`src/rtl/mux_five_to_one_seq_pkg.sv`:
```
// -----------------------------------------------------------------------------
// mux5_pkg
// Shared types for the sequential 5-to-1 collector (mux_five_to_one_seq).
//   state_t        : controller states (IDLE, SEND)
//   op_e           : 3-bit word tags, OP_A (000) .. OP_E (100)
//   pick_t         : result of an unmasked-index search
//   find_unmasked  : lowest unmasked index at or above a start index
// -----------------------------------------------------------------------------
package mux5_pkg;

    localparam int N_WORDS = 5;

    typedef enum logic {
        IDLE = 1'b0,
        SEND = 1'b1
    } state_t;

    typedef enum logic [2:0] {
        OP_A = 3'b000,
        OP_B = 3'b001,
        OP_C = 3'b010,
        OP_D = 3'b011,
        OP_E = 3'b100
    } op_e;

    typedef struct packed {
        logic found;
        op_e  idx;
    } pick_t;

    // Lowest index i >= from whose mask bit is clear. Scanning downwards lets
    // the lowest hit overwrite any higher one without an early exit.
    function automatic pick_t find_unmasked(input logic [2:0]         from,
                                            input logic [N_WORDS-1:0] mask);
        pick_t r;
        r.found = 1'b0;
        r.idx   = OP_A;
        for (int i = N_WORDS - 1; i >= 0; i--) begin
            if (3'(i) >= from && !mask[i]) begin
                r.found = 1'b1;
                r.idx   = op_e'(3'(i));
            end
        end
        return r;
    endfunction

endpackage

```
`src/rtl/mux_five_to_one_seq_if.sv`:
```
// -----------------------------------------------------------------------------
// mux_five_to_one_seq_if
// Output stream of the 5-to-1 collector towards its single consumer.
//   saida  : current word (WIDTH bits)
//   op     : 3-bit tag of the current word (000 a .. 100 e)
//   valid  : saida/op hold a word to transfer
//   ready  : consumer accepts; a transfer is valid && ready at a rising edge
// Modports: master = collector side, slave = consumer side.
// -----------------------------------------------------------------------------
interface mux_five_to_one_seq_if #(
    parameter int WIDTH = 16
);
    logic [WIDTH-1:0] saida;
    logic [2:0]       op;
    logic             valid;
    logic             ready;

    modport master (
        output saida,
        output op,
        output valid,
        input  ready
    );

    modport slave (
        input  saida,
        input  op,
        input  valid,
        output ready
    );
endinterface

```
`src/rtl/mux_five_to_one_seq_next_idx_sel.sv`:
```
// -----------------------------------------------------------------------------
// next_idx_sel
// Combinational successor of the current word index.
//   idx_i   : index of the word being presented (0..4)
//   mask_i  : latched skip mask, bit i=1 skips word i (MUX5_MASK_EN only)
//   next_o  : index of the next word to present
//   last_o  : idx_i is the final word of the sequence
// Optional feature macro: MUX5_MASK_EN. Without it the successor is idx+1 and
// the last word is always index 4.
// -----------------------------------------------------------------------------
module next_idx_sel
    import mux5_pkg::*;
(
    input  op_e                idx_i,
`ifdef MUX5_MASK_EN
    input  logic [N_WORDS-1:0] mask_i,
`endif
    output op_e                next_o,
    output logic               last_o
);

`ifdef MUX5_MASK_EN
    pick_t pick;

    // idx_i never exceeds 4, so idx_i+1 fits in 3 bits; from=5 finds nothing.
    always_comb begin
        pick   = find_unmasked(idx_i + 3'd1, mask_i);
        next_o = pick.found ? pick.idx : idx_i;
        last_o = !pick.found;
    end
`else
    assign last_o = (idx_i == OP_E);
    assign next_o = last_o ? idx_i : op_e'(idx_i + 3'd1);
`endif

endmodule

```
`src/rtl/mux_five_to_one_seq.sv`:
```
// -----------------------------------------------------------------------------
// mux_five_to_one_seq
// Sequential 5-to-1 collector: captures a..e on an accepted start, then streams
// them one word per handshake on bus.saida with its tag on bus.op.
//   clock    : rising-edge clock
//   reset_n  : asynchronous active-low reset
//   start    : capture a..e and begin a sequence (honoured only in IDLE)
//   a..e     : source words, sampled on the accepted start edge only
//   mask     : skip mask, bit i=1 skips word i (MUX5_MASK_EN only)
//   busy     : high from the accepted start until the last transfer
//   done     : one-cycle pulse after the last transfer
//   bus      : master side of mux_five_to_one_seq_if (saida, op, valid, ready)
// Optional feature macro: MUX5_MASK_EN (adds mask port and word skipping).
// All outputs come from registers; nothing on the input side reaches them
// combinationally.
// -----------------------------------------------------------------------------
module mux_five_to_one_seq
    import mux5_pkg::*;
#(
    parameter int WIDTH = 16
) (
    input  logic                  clock,
    input  logic                  reset_n,
    input  logic                  start,
    input  logic [WIDTH-1:0]      a,
    input  logic [WIDTH-1:0]      b,
    input  logic [WIDTH-1:0]      c,
    input  logic [WIDTH-1:0]      d,
    input  logic [WIDTH-1:0]      e,
`ifdef MUX5_MASK_EN
    input  logic [N_WORDS-1:0]    mask,
`endif
    output logic                  busy,
    output logic                  done,
    mux_five_to_one_seq_if.master bus
);

    state_t                         state_q, state_d;
    op_e                            idx_q, idx_d;
    logic [N_WORDS-1:0][WIDTH-1:0]  word_q, word_d;
    logic                           valid_q, valid_d;
    logic                           busy_q, busy_d;
    logic                           done_q, done_d;
    op_e                            nxt_idx;
    logic                           nxt_last;

`ifdef MUX5_MASK_EN
    logic [N_WORDS-1:0]             mask_q, mask_d;
    pick_t                          first;
`endif

    next_idx_sel u_next_idx_sel (
        .idx_i  (idx_q),
`ifdef MUX5_MASK_EN
        .mask_i (mask_q),
`endif
        .next_o (nxt_idx),
        .last_o (nxt_last)
    );

    always_comb begin
        // NOTE: every signal gets a default before any branch, so no path
        // leaves a value unassigned and no latch is inferred.
        state_d = state_q;
        idx_d   = idx_q;
        word_d  = word_q;
        valid_d = valid_q;
        busy_d  = busy_q;
        done_d  = 1'b0;
`ifdef MUX5_MASK_EN
        mask_d  = mask_q;
        first   = find_unmasked(OP_A, mask);
`endif

        case (state_q)
            IDLE: begin
                if (start) begin
                    word_d = {e, d, c, b, a};
`ifdef MUX5_MASK_EN
                    mask_d = mask;
                    if (first.found) begin
                        idx_d   = first.idx;
                        state_d = SEND;
                        valid_d = 1'b1;
                        busy_d  = 1'b1;
                    end else begin
                        // Everything masked: nothing to send, just signal done.
                        done_d = 1'b1;
                    end
`else
                    idx_d   = OP_A;
                    state_d = SEND;
                    valid_d = 1'b1;
                    busy_d  = 1'b1;
`endif
                end
            end

            SEND: begin
                // valid is always high in SEND, so ready alone marks a transfer.
                if (bus.ready) begin
                    if (nxt_last) begin
                        state_d = IDLE;
                        valid_d = 1'b0;
                        busy_d  = 1'b0;
                        done_d  = 1'b1;
                    end else begin
                        idx_d = nxt_idx;
                    end
                end
            end
        endcase
    end

    always_ff @(posedge clock or negedge reset_n) begin
        if (!reset_n) begin
            state_q <= IDLE;
            idx_q   <= OP_A;
            // NOTE: the word store is reset as well, since saida reads it
            // directly and must be 0 straight out of reset.
            word_q  <= '0;
            valid_q <= 1'b0;
            busy_q  <= 1'b0;
            done_q  <= 1'b0;
`ifdef MUX5_MASK_EN
            mask_q  <= '0;
`endif
        end else begin
            // NOTE: non-blocking assignments so every flop samples the
            // pre-edge value of the others, regardless of statement order.
            state_q <= state_d;
            idx_q   <= idx_d;
            word_q  <= word_d;
            valid_q <= valid_d;
            busy_q  <= busy_d;
            done_q  <= done_d;
`ifdef MUX5_MASK_EN
            mask_q  <= mask_d;
`endif
        end
    end

    assign bus.saida = word_q[idx_q];
    assign bus.op    = idx_q;
    assign bus.valid = valid_q;
    assign busy      = busy_q;
    assign done      = done_q;

endmodule

```
`src/flat_wrapper.sv`:
```
// flat-port wrapper written by rule: the top's interface ports become plain ports
module mux_five_to_one_seq_flat import mux5_pkg::*;
#(
    parameter int WIDTH = 16
)
  (clock, reset_n, start, a, b, c, d, e, busy, done, bus_saida, bus_op, bus_valid, bus_ready);
  mux_five_to_one_seq_if #(.WIDTH(WIDTH)) bus_i ();
  input  logic clock;
  input  logic reset_n;
  input  logic start;
  input  logic [WIDTH-1:0] a;
  input  logic [WIDTH-1:0] b;
  input  logic [WIDTH-1:0] c;
  input  logic [WIDTH-1:0] d;
  input  logic [WIDTH-1:0] e;
  output logic busy;
  output logic done;
  output wire logic [$bits(bus_i.saida)-1:0] bus_saida;
  output wire logic [$bits(bus_i.op)-1:0] bus_op;
  output wire logic [$bits(bus_i.valid)-1:0] bus_valid;
  input wire logic [$bits(bus_i.ready)-1:0] bus_ready;
  assign bus_saida = bus_i.saida;
  assign bus_op = bus_i.op;
  assign bus_valid = bus_i.valid;
  assign bus_i.ready = bus_ready;
  mux_five_to_one_seq #(.WIDTH(WIDTH)) u_core (.clock(clock), .reset_n(reset_n), .start(start), .a(a), .b(b), .c(c), .d(d), .e(e), .busy(busy), .done(done), .bus(bus_i));
endmodule
```
`config.mk`:
```
export PLATFORM = sky130hd
export DESIGN_NAME = mux_five_to_one_seq_flat
export DESIGN_NICKNAME = d
export VERILOG_FILES = /design/src/rtl/mux_five_to_one_seq_pkg.sv /design/src/rtl/mux_five_to_one_seq_if.sv /design/src/rtl/mux_five_to_one_seq_next_idx_sel.sv /design/src/rtl/mux_five_to_one_seq.sv /design/src/flat_wrapper.sv
export SDC_FILE = /design/constraint.sdc
export NUM_CORES = 1
export LEC_CHECK = 0
export BUFFER_PORTS_ARGS = -buffer_cell sky130_fd_sc_hd__buf_2
export CAP_MARGIN = 30
export CELL_PAD_IN_SITES_DETAIL_PLACEMENT = 1
export CELL_PAD_IN_SITES_GLOBAL_PLACEMENT = 2
export CORE_ASPECT_RATIO = 2
export CORE_MARGIN = 3
export CORE_UTILIZATION = 32
export DETAILED_ROUTE_END_ITERATION = 12
export PLACE_DENSITY_LB_ADDON = 0.1
export SLEW_MARGIN = 20
export SYNTH_ARGS = -nofsm -noshare
export SYNTH_HDL_FRONTEND = slang
export SYNTH_HIERARCHICAL = 1
export SYNTH_SLANG_ARGS = --single-unit
```
`constraint.sdc`:
```
create_clock -name clock -period 1.55 [get_ports clock]
set_input_delay 0.0775 -clock clock [delete_from_list [all_inputs] [get_ports clock]]
set_output_delay 0.0775 -clock clock [all_outputs]
set_load 0.1 [all_outputs]
```
==> results of run 1 <==
[synth_stat cells (4+ instances only)]
master / number
dfrtp_1: 86
buf_4: 4
nand2b_1: 4
nor2_1: 20
a221o_1: 14
mux2_1: 10
mux2i_1: 23
mux2_2: 71
mux2_4: 15
buf_6: 12
[what timing repair did]
action | 4_1_cts | 5_1_grt
setup buffers | 1 | 3
endpoints found under the hold margin | 112 | 0
setup endpoints to repair | 19 | 19
hold buffers | 81 | 0
cloned | 0 | 1
pin swaps | 3 | 16
gates resized for setup | 6 | 6
[layout make-up]
cell class	instances	area [um^2]	share of cell area, %
flip-flops and latches	86	2160	32.6
repair buffers	218	1980	29.9
multi-input cells	173	1970	29.7
clock buffers	11	233	3.51
well taps	147	184	2.77
clock inverters	5	83.8	1.26
inverters	3	13.8	0.207
diodes	1	2.50	0.0377
[flip-flops by register name, summed over array words and instances (netlist names)]
name and cells:
u_core/bus.op 3, u_core/busy 1, u_core/done 1, u_core/state_q 1, u_core/word_q 80
[routing by layer]
| metal | vias to the layer above | global-route usage [%] | part of all wire [%] |
|---|---|---|---|
| li1 | 1435 | - | - |
| met1 | 1539 | 18.6 | 39 |
| met2 | 67 | 29.2 | 56 |
| met3 | 18 | 2.68 | 3.2 |
| met4 | 0 | 6.13 | 2.5 |
| met5 | - | 0 | 0 |
[cells by family after synthesis]
kind of cell / share of synthesized area, %
buf+inv: 4.69
mux: 33.5
simple gates: 4.08
xor+xnor: 0.215
compound gates: 4.20
flops: 52.7
fa+ha+maj: 0.613
[stage by stage]
step           TNS, ns  power, uW  worst slack [ns]  area, um^2
6_report         -6.58      17100            -0.417        6640
5_1_grt          -7.63      18000            -0.460        6640
4_1_cts          -6.97      17100            -0.434        6560
3_5_place_dp     -1.22      14500           -0.0929        5390
3_3_place_gp    -0.978      14300           -0.0771        5390
2_1_floorplan    -3.60      11400            -0.243        4330
[worst min-delay path: stages]
cell	delay, ns
buf_2	0.13
nor2_1	0.05
nor2_1	0.07
[path summary, 6_finish.rpt]
check	startpoint	endpoint	slack, ns
min	start	u_core/state_q	0.04
max in group asynchronous	reset_n	u_core/word_q[53]	0.69
max	u_core/bus.op[2]	bus_saida[12]	-0.42
min in group asynchronous	reset_n	u_core/word_q[30]	0.24
min reg2reg	u_core/word_q[53]	u_core/word_q[53]	0.48
max reg2reg	u_core/bus.op[0]	u_core/bus.op[1]	-0.12
[report_power, final]
group          total, uW  switching (uW)  internal, uW
registers           4100             696          3410
clock network       2300             885          1420
logic              10700            5720          4980
==> out/results.ini, run 1 <==
[floorplanning]
die-area_um2=14200
ios=106
initial_core_util_pct=33.1
die_w_um=85.9
core_um2=12300
die_y_um=166
placementRows=57

[layout]
final_common_cell=buf_2
final_core_util_pct=53.8
drive_gt1_share_pct=54.2
fillers=1243
area_growth_pct=62.6
final_cell_mix=buf_2, dfrtp_1, dlygate4sd3_1
fin_nets=577
final_cells=644

[synth]
seq_area_frac_synth_pct=52.7
yosys.area.top_type_share_pct=52.7
synth_fp_nets=367
yosysTopAreaCell=dfrtp_1
yosysWarnings=6
postSynth.asyncResetShare_pct=100
post_synth.cell_area_avg_um2=14.5
synth-edff-count=0
synth-main-ff-cell=dfrtp_1
synthTopCellsByArea=dfrtp_1, mux2_2, mux2i_1
ys_seq_elements=86
yosysUniqueCellTypes=25
postSynthCellCount=281
syn_area_um2=4080

[hold_path]
min_path_cells=3
hp-class=in2reg

[drt]
route.detailed.drc=0
wl_per_cell_um=17.1
drtIter0Drc=53
num_vias=3059
drtPass1Iterations=3
avgViaCountPerCell=4.75
drtAntennaViolNets=0
totalWireLength_um=11000

[status]
violations=negative setup slack
status=finished, violations left

[global_route]
grt.total_usage_pct=16.2
grt_pass1_vias=3457
globalRouteOverflowTotal=0
grt_pass1_wl_um=17900
grt_antenna_before_repair=1
grt_max_degree=47

[clocking]
clock_latency_ns=0.33
htreeDepth=3
cts_made_buffers=9
cts_tree=done
cts_num_sinks=86
cts_buffer_depth=2
cts_root_buffer=clkbuf_16
clk_pin_slew_worst_paths_ns=0.06

[sta]
finalWorstSetupSlack_ns=-0.417
max_slew_margin_pct=67.7
post-route-min-period_ns=1.97
final-hold-violation-count=0
setup_viol=19
tightest_slew_ns=0.488
rsz0062_at_grt=true
final_max_slew_viol_count=0
clock_skew_ns=0.00523
fin_crit_sh_pct=127
hold_ws_ns=0.0395
clock.fmax_mhz=508

[critical_path]
arrival_ns=1.89
path_class=reg2out
ff2ff_path_depth=8
cpPeakStageDelay_ns=0.52
cp_cell_sequence=buf_6 > mux2_4 > a221o_4 > buf_12
endpoint_kind=output pin
cp.required_ns=1.47
crit_path_start_kind=flop
path_depth=4
cp_slowest_cell=dfrtp_4
worstPathMaxFanout=5
crit_family=flip-flops
critPathBufInv=2

[flow_run]
max_cap_viol_count=0

[power]
cellPowerDensity_nw_per_um2=2580
ir_worst_vdd_mv=1.97
leakagePower_uw=0.00306

[placement]
io_buffers=105
dp_hpwl_um=7840
place.gp.congestion=0.722
placed_cells=541

Note: power is estimated with default switching activity, not from simulation.
==> run 2: changes to the inputs <==
Settings changed: SYNTH_HIERARCHICAL 1 to unset.
==> run 2 against run 1 <==
Net effect: the flow still finishes with violations (negative setup slack); utilization grew 0.84 points; via count decreased by 1.1%; worst hold slack improved by 0.015 ns; largest cell class unchanged.
==> out/results.ini, run 2 <==
[global_route]
globalRouteOverflowTotal=0  ; unchanged
grt_antenna_before_repair=0  ; -1
grt_pass1_wl_um=17500  ; -2.1%
grt.total_usage_pct=16.5  ; +0.31 points
grt_pass1_vias=3486  ; +0.84%
grt_max_degree=39  ; -17%

[drt]
drt-met1-wl_um=4170  ; -2.5%
drtIter0Drc=60  ; +13%
num_vias=3024  ; -1.1%
drtPass1Iterations=3  ; unchanged
wl_per_cell_um=17.3  ; +0.65%
drtAntennaViolNets=0  ; unchanged
route.detailed.drc=0  ; unchanged
avgViaCountPerCell=4.75  ; about the same
totalWireLength_um=11000  ; -0.44%
met3_length_um=357  ; +2.6%
route.met2.wl_um=6280  ; +2.1%
top_layer=met4

[power]
p_comb_share_pct=62.5  ; about the same
clock_power_share_pct=13.1  ; -0.4 points
cellPowerDensity_nw_per_um2=2540  ; -1.5%
ir_worst_vdd_mv=1.51  ; -23%
pwr-share-seq_pct=24.3  ; +0.3 points
leakagePower_uw=0.00303  ; -0.91%
p_sw_uw=7300  ; about the same
switching_share_pct=43.4  ; +0.72 points
p_int_uw=9520  ; -2.9%

[critical_path]
worstPathMaxFanout=12  ; +7
path_class=reg2out
endpoint_kind=output pin
cp.required_ns=1.47  ; about the same
cp_slowest_cell=dfrtp_4
cpPeakStageDelay_ns=0.52  ; about the same
startpoint=u_core.bus.op[2]
crit_path_start_kind=flop
critPathBufInv=2  ; unchanged
cp_cell_sequence=buf_12 > mux2_4 > a221o_4 > buf_12
r2r_start=u_core.bus.op[1]
arrival_ns=1.89  ; about the same
cpMostUsedCell=buf_12
crit_family=flip-flops

[placement]
place_ws_ns=-0.463  ; -0.370 ns
dp_hpwl_um=7500  ; -4.3%
io_buffers=105  ; unchanged
placed_area_um2=5180  ; -4.0%
place.gp.congestion=0.690  ; -4.4%

[hold_path]
hold_path.startpoint=bus_ready
hp-class=in2reg

[layout]
largest_reg_flops=80  ; unchanged
largest-register=u_core.word_q
fin_nets=570  ; -1.2%
final_cell_mix=buf_2, dfrtp_1, dlygate4sd3_1
drive_gt1_share_pct=47.2  ; -7.0 points
area_growth_pct=66.7
stdcell_area_um2=6630  ; -0.21%
final_common_cell=buf_2

[synth]
synthAdderAreaFrac_pct=0.630  ; +0.017 points
yosys.area.top_type_share_pct=54.1  ; +1.4 points
yosysWarnings=0  ; -6
synth.mux.area_fraction_pct=32.7  ; -0.82 points
synth_fp_nets=361  ; -1.6%
seq_area_frac_synth_pct=54.1  ; +1.4 points
post_synth.cell_area_avg_um2=14.5  ; -0.51%
synth_xor_xnor_area_share_pct=0  ; -0.21 points
synth-compound-area-share_pct=4.19  ; -0.012 points
yosysTopAreaCell=dfrtp_1
ys_top_cells_by_count=dfrtp_1, mux2_1, mux2_2, nor2_1, mux2i_1
synth-main-ff-cell=dfrtp_1
synth_top_family_by_area=multiplexers
ys_seq_elements=86  ; unchanged
postSynth.asyncResetShare_pct=100  ; unchanged
synthTopCellsByArea=dfrtp_1, mux2_1, mux2_2
syn_area_um2=3980  ; -2.6%
synthMostInstantiatedCell=dfrtp_1
synth-edff-count=0  ; unchanged
postSynthCellCount=275  ; -2.1%
yosysUniqueCellTypes=23  ; -8.0%
yosys.area_share.simple_pct=4.09  ; +0.016 points

[clocking]
clk_pin_slew_worst_paths_ns=0.06  ; about the same
cts_tree=done
cts_made_buffers=9  ; unchanged
cts_root_buffer=clkbuf_16
cts_num_sinks=86  ; unchanged
cts_buffer_depth=2  ; unchanged
clock_latency_ns=0.34  ; about the same
htreeDepth=3  ; unchanged

[status]
status=finished, violations left
violations=negative setup slack

[sta]
tightest_slew_ns=0.601  ; +0.114 ns
clock_skew_ns=0.00497  ; -0.000252 ns
rsz0062_at_grt=true
final_max_slew_viol_count=0  ; unchanged
setup_viol=16  ; -3
post-route-min-period_ns=1.97  ; +0.00230 ns
finalWorstSetupSlack_ns=-0.419  ; -0.00230 ns
max_slew_margin_pct=59.8  ; -7.9 points
clock.fmax_mhz=508  ; -0.12%
fin_crit_sh_pct=127  ; +0.15 points
final-hold-violation-count=0  ; unchanged

[floorplanning]
die_y_um=164  ; -1.3%
die-area_um2=13900  ; -2.5%
ios=106  ; unchanged
placementRows=57  ; unchanged
die_w_um=84.8  ; -1.2%
initial_core_util_pct=32.8  ; -0.30 points
core_um2=12100  ; -1.7%

[flow_run]
max_cap_viol_count=0  ; unchanged

-- run 2: cell types whose count changed in the layout (fill, tap and decap cells not counted), sizes merged, moves of 2 or more --
cell    previous run  this run
clkinv             1         3
nand3              0         2
nand2b             5         1
nor2b              3         1
nor3               0         5
buf              136       133
a211o              0         2
nor2              20        22
mux2i             23        18
-- run 2: worst paths after layout --
check / to / slack (ns) / depth (start not counted)
max: bus_saida[9] / -0.42 / 4
min: u_core.done / 0.05 / 3
max reg2reg: u_core.bus.op[1] / 0 / 7
min reg2reg: u_core.word_q[48] / 0.48 / 1
max in group asynchronous: u_core.word_q[36] / 0.83 / 3
min in group asynchronous: u_core.word_q[61] / 0.16 / 2
-- run 2: per-stage QoR --
step | utilization, % | total power (uW) | instances | setup TNS (ns) | hold slack (ns)
floorplan | - | 10800 | 275 | -2.93 | -0.218
global placement | 42.7 | 13500 | 524 | -5.95 | -0.0235
detailed placement | 42.7 | 13700 | 524 | -6.46 | -0.0218
CTS | 53.8 | 16800 | 632 | -6.62 | 0.0300
global route | 54.6 | 17700 | 636 | -7.21 | 0.0472
finish | 54.6 | 16800 | 637 | -6.19 | 0.0542
-- run 2: cell type report --
| cell class | count | area (um^2) |
|---|---|---|
| diodes | 1 | 2.50 |
| clock buffers | 10 | 239 |
| clock inverters | 6 | 68.8 |
| fillers | 1211 | 5500 |
| inverters | 2 | 12.5 |
| multi-input cells | 169 | 1950 |
| flip-flops and latches | 86 | 2160 |
| well taps | 147 | 184 |
| repair buffers | 216 | 2000 |
-- run 2: kinds of logic (layout without fill, tap and decap cells) --
logic type,after synthesis,count (layout)
and+or+nand+nor,35,35
buffers and inverters,20,234
adders and majority gates,2,2
muxes,114,114
AOI/OAI and AO/OA,18,18
other,0,1
DFF,86,86
-- run 2: worst min-delay path: cells and delay by family --
family                 cells  cell delay [ns]
buffers and inverters      1             0.14
and+or+nand+nor            2             0.14
-- run 2: power groups by stage --
| stage | Combinational, uW | Sequential [uW] | Clock (uW) |
|---|---|---|---|
| after global routing | 11000 | 4250 | 2380 |
| after detailed placement | 9610 | 4080 | 0 |
| after CTS | 10400 | 4090 | 2300 |
| after global placement | 9510 | 4000 | 0 |
| final | 10500 | 4090 | 2210 |
| after floorplan | 6480 | 4330 | 0 |
-- run 2: per-layer routing --
layer	track usage [%]	vias up
met1	18.1	1527
li1	-	1417
met3	2.98	12
met4	6.20	0
met5	0	-
met2	30.9	68
-- run 2: repair_timing --
action | 4_1_cts | 5_1_grt
setup buffers | 9 | 3
resized for setup | 33 | 11
gates cloned | 1 | 1
setup endpoints to repair | 21 | 19
endpoints found under the hold margin | 167 | 0
pin swaps | 3 | 4
hold buffers | 82 | 0
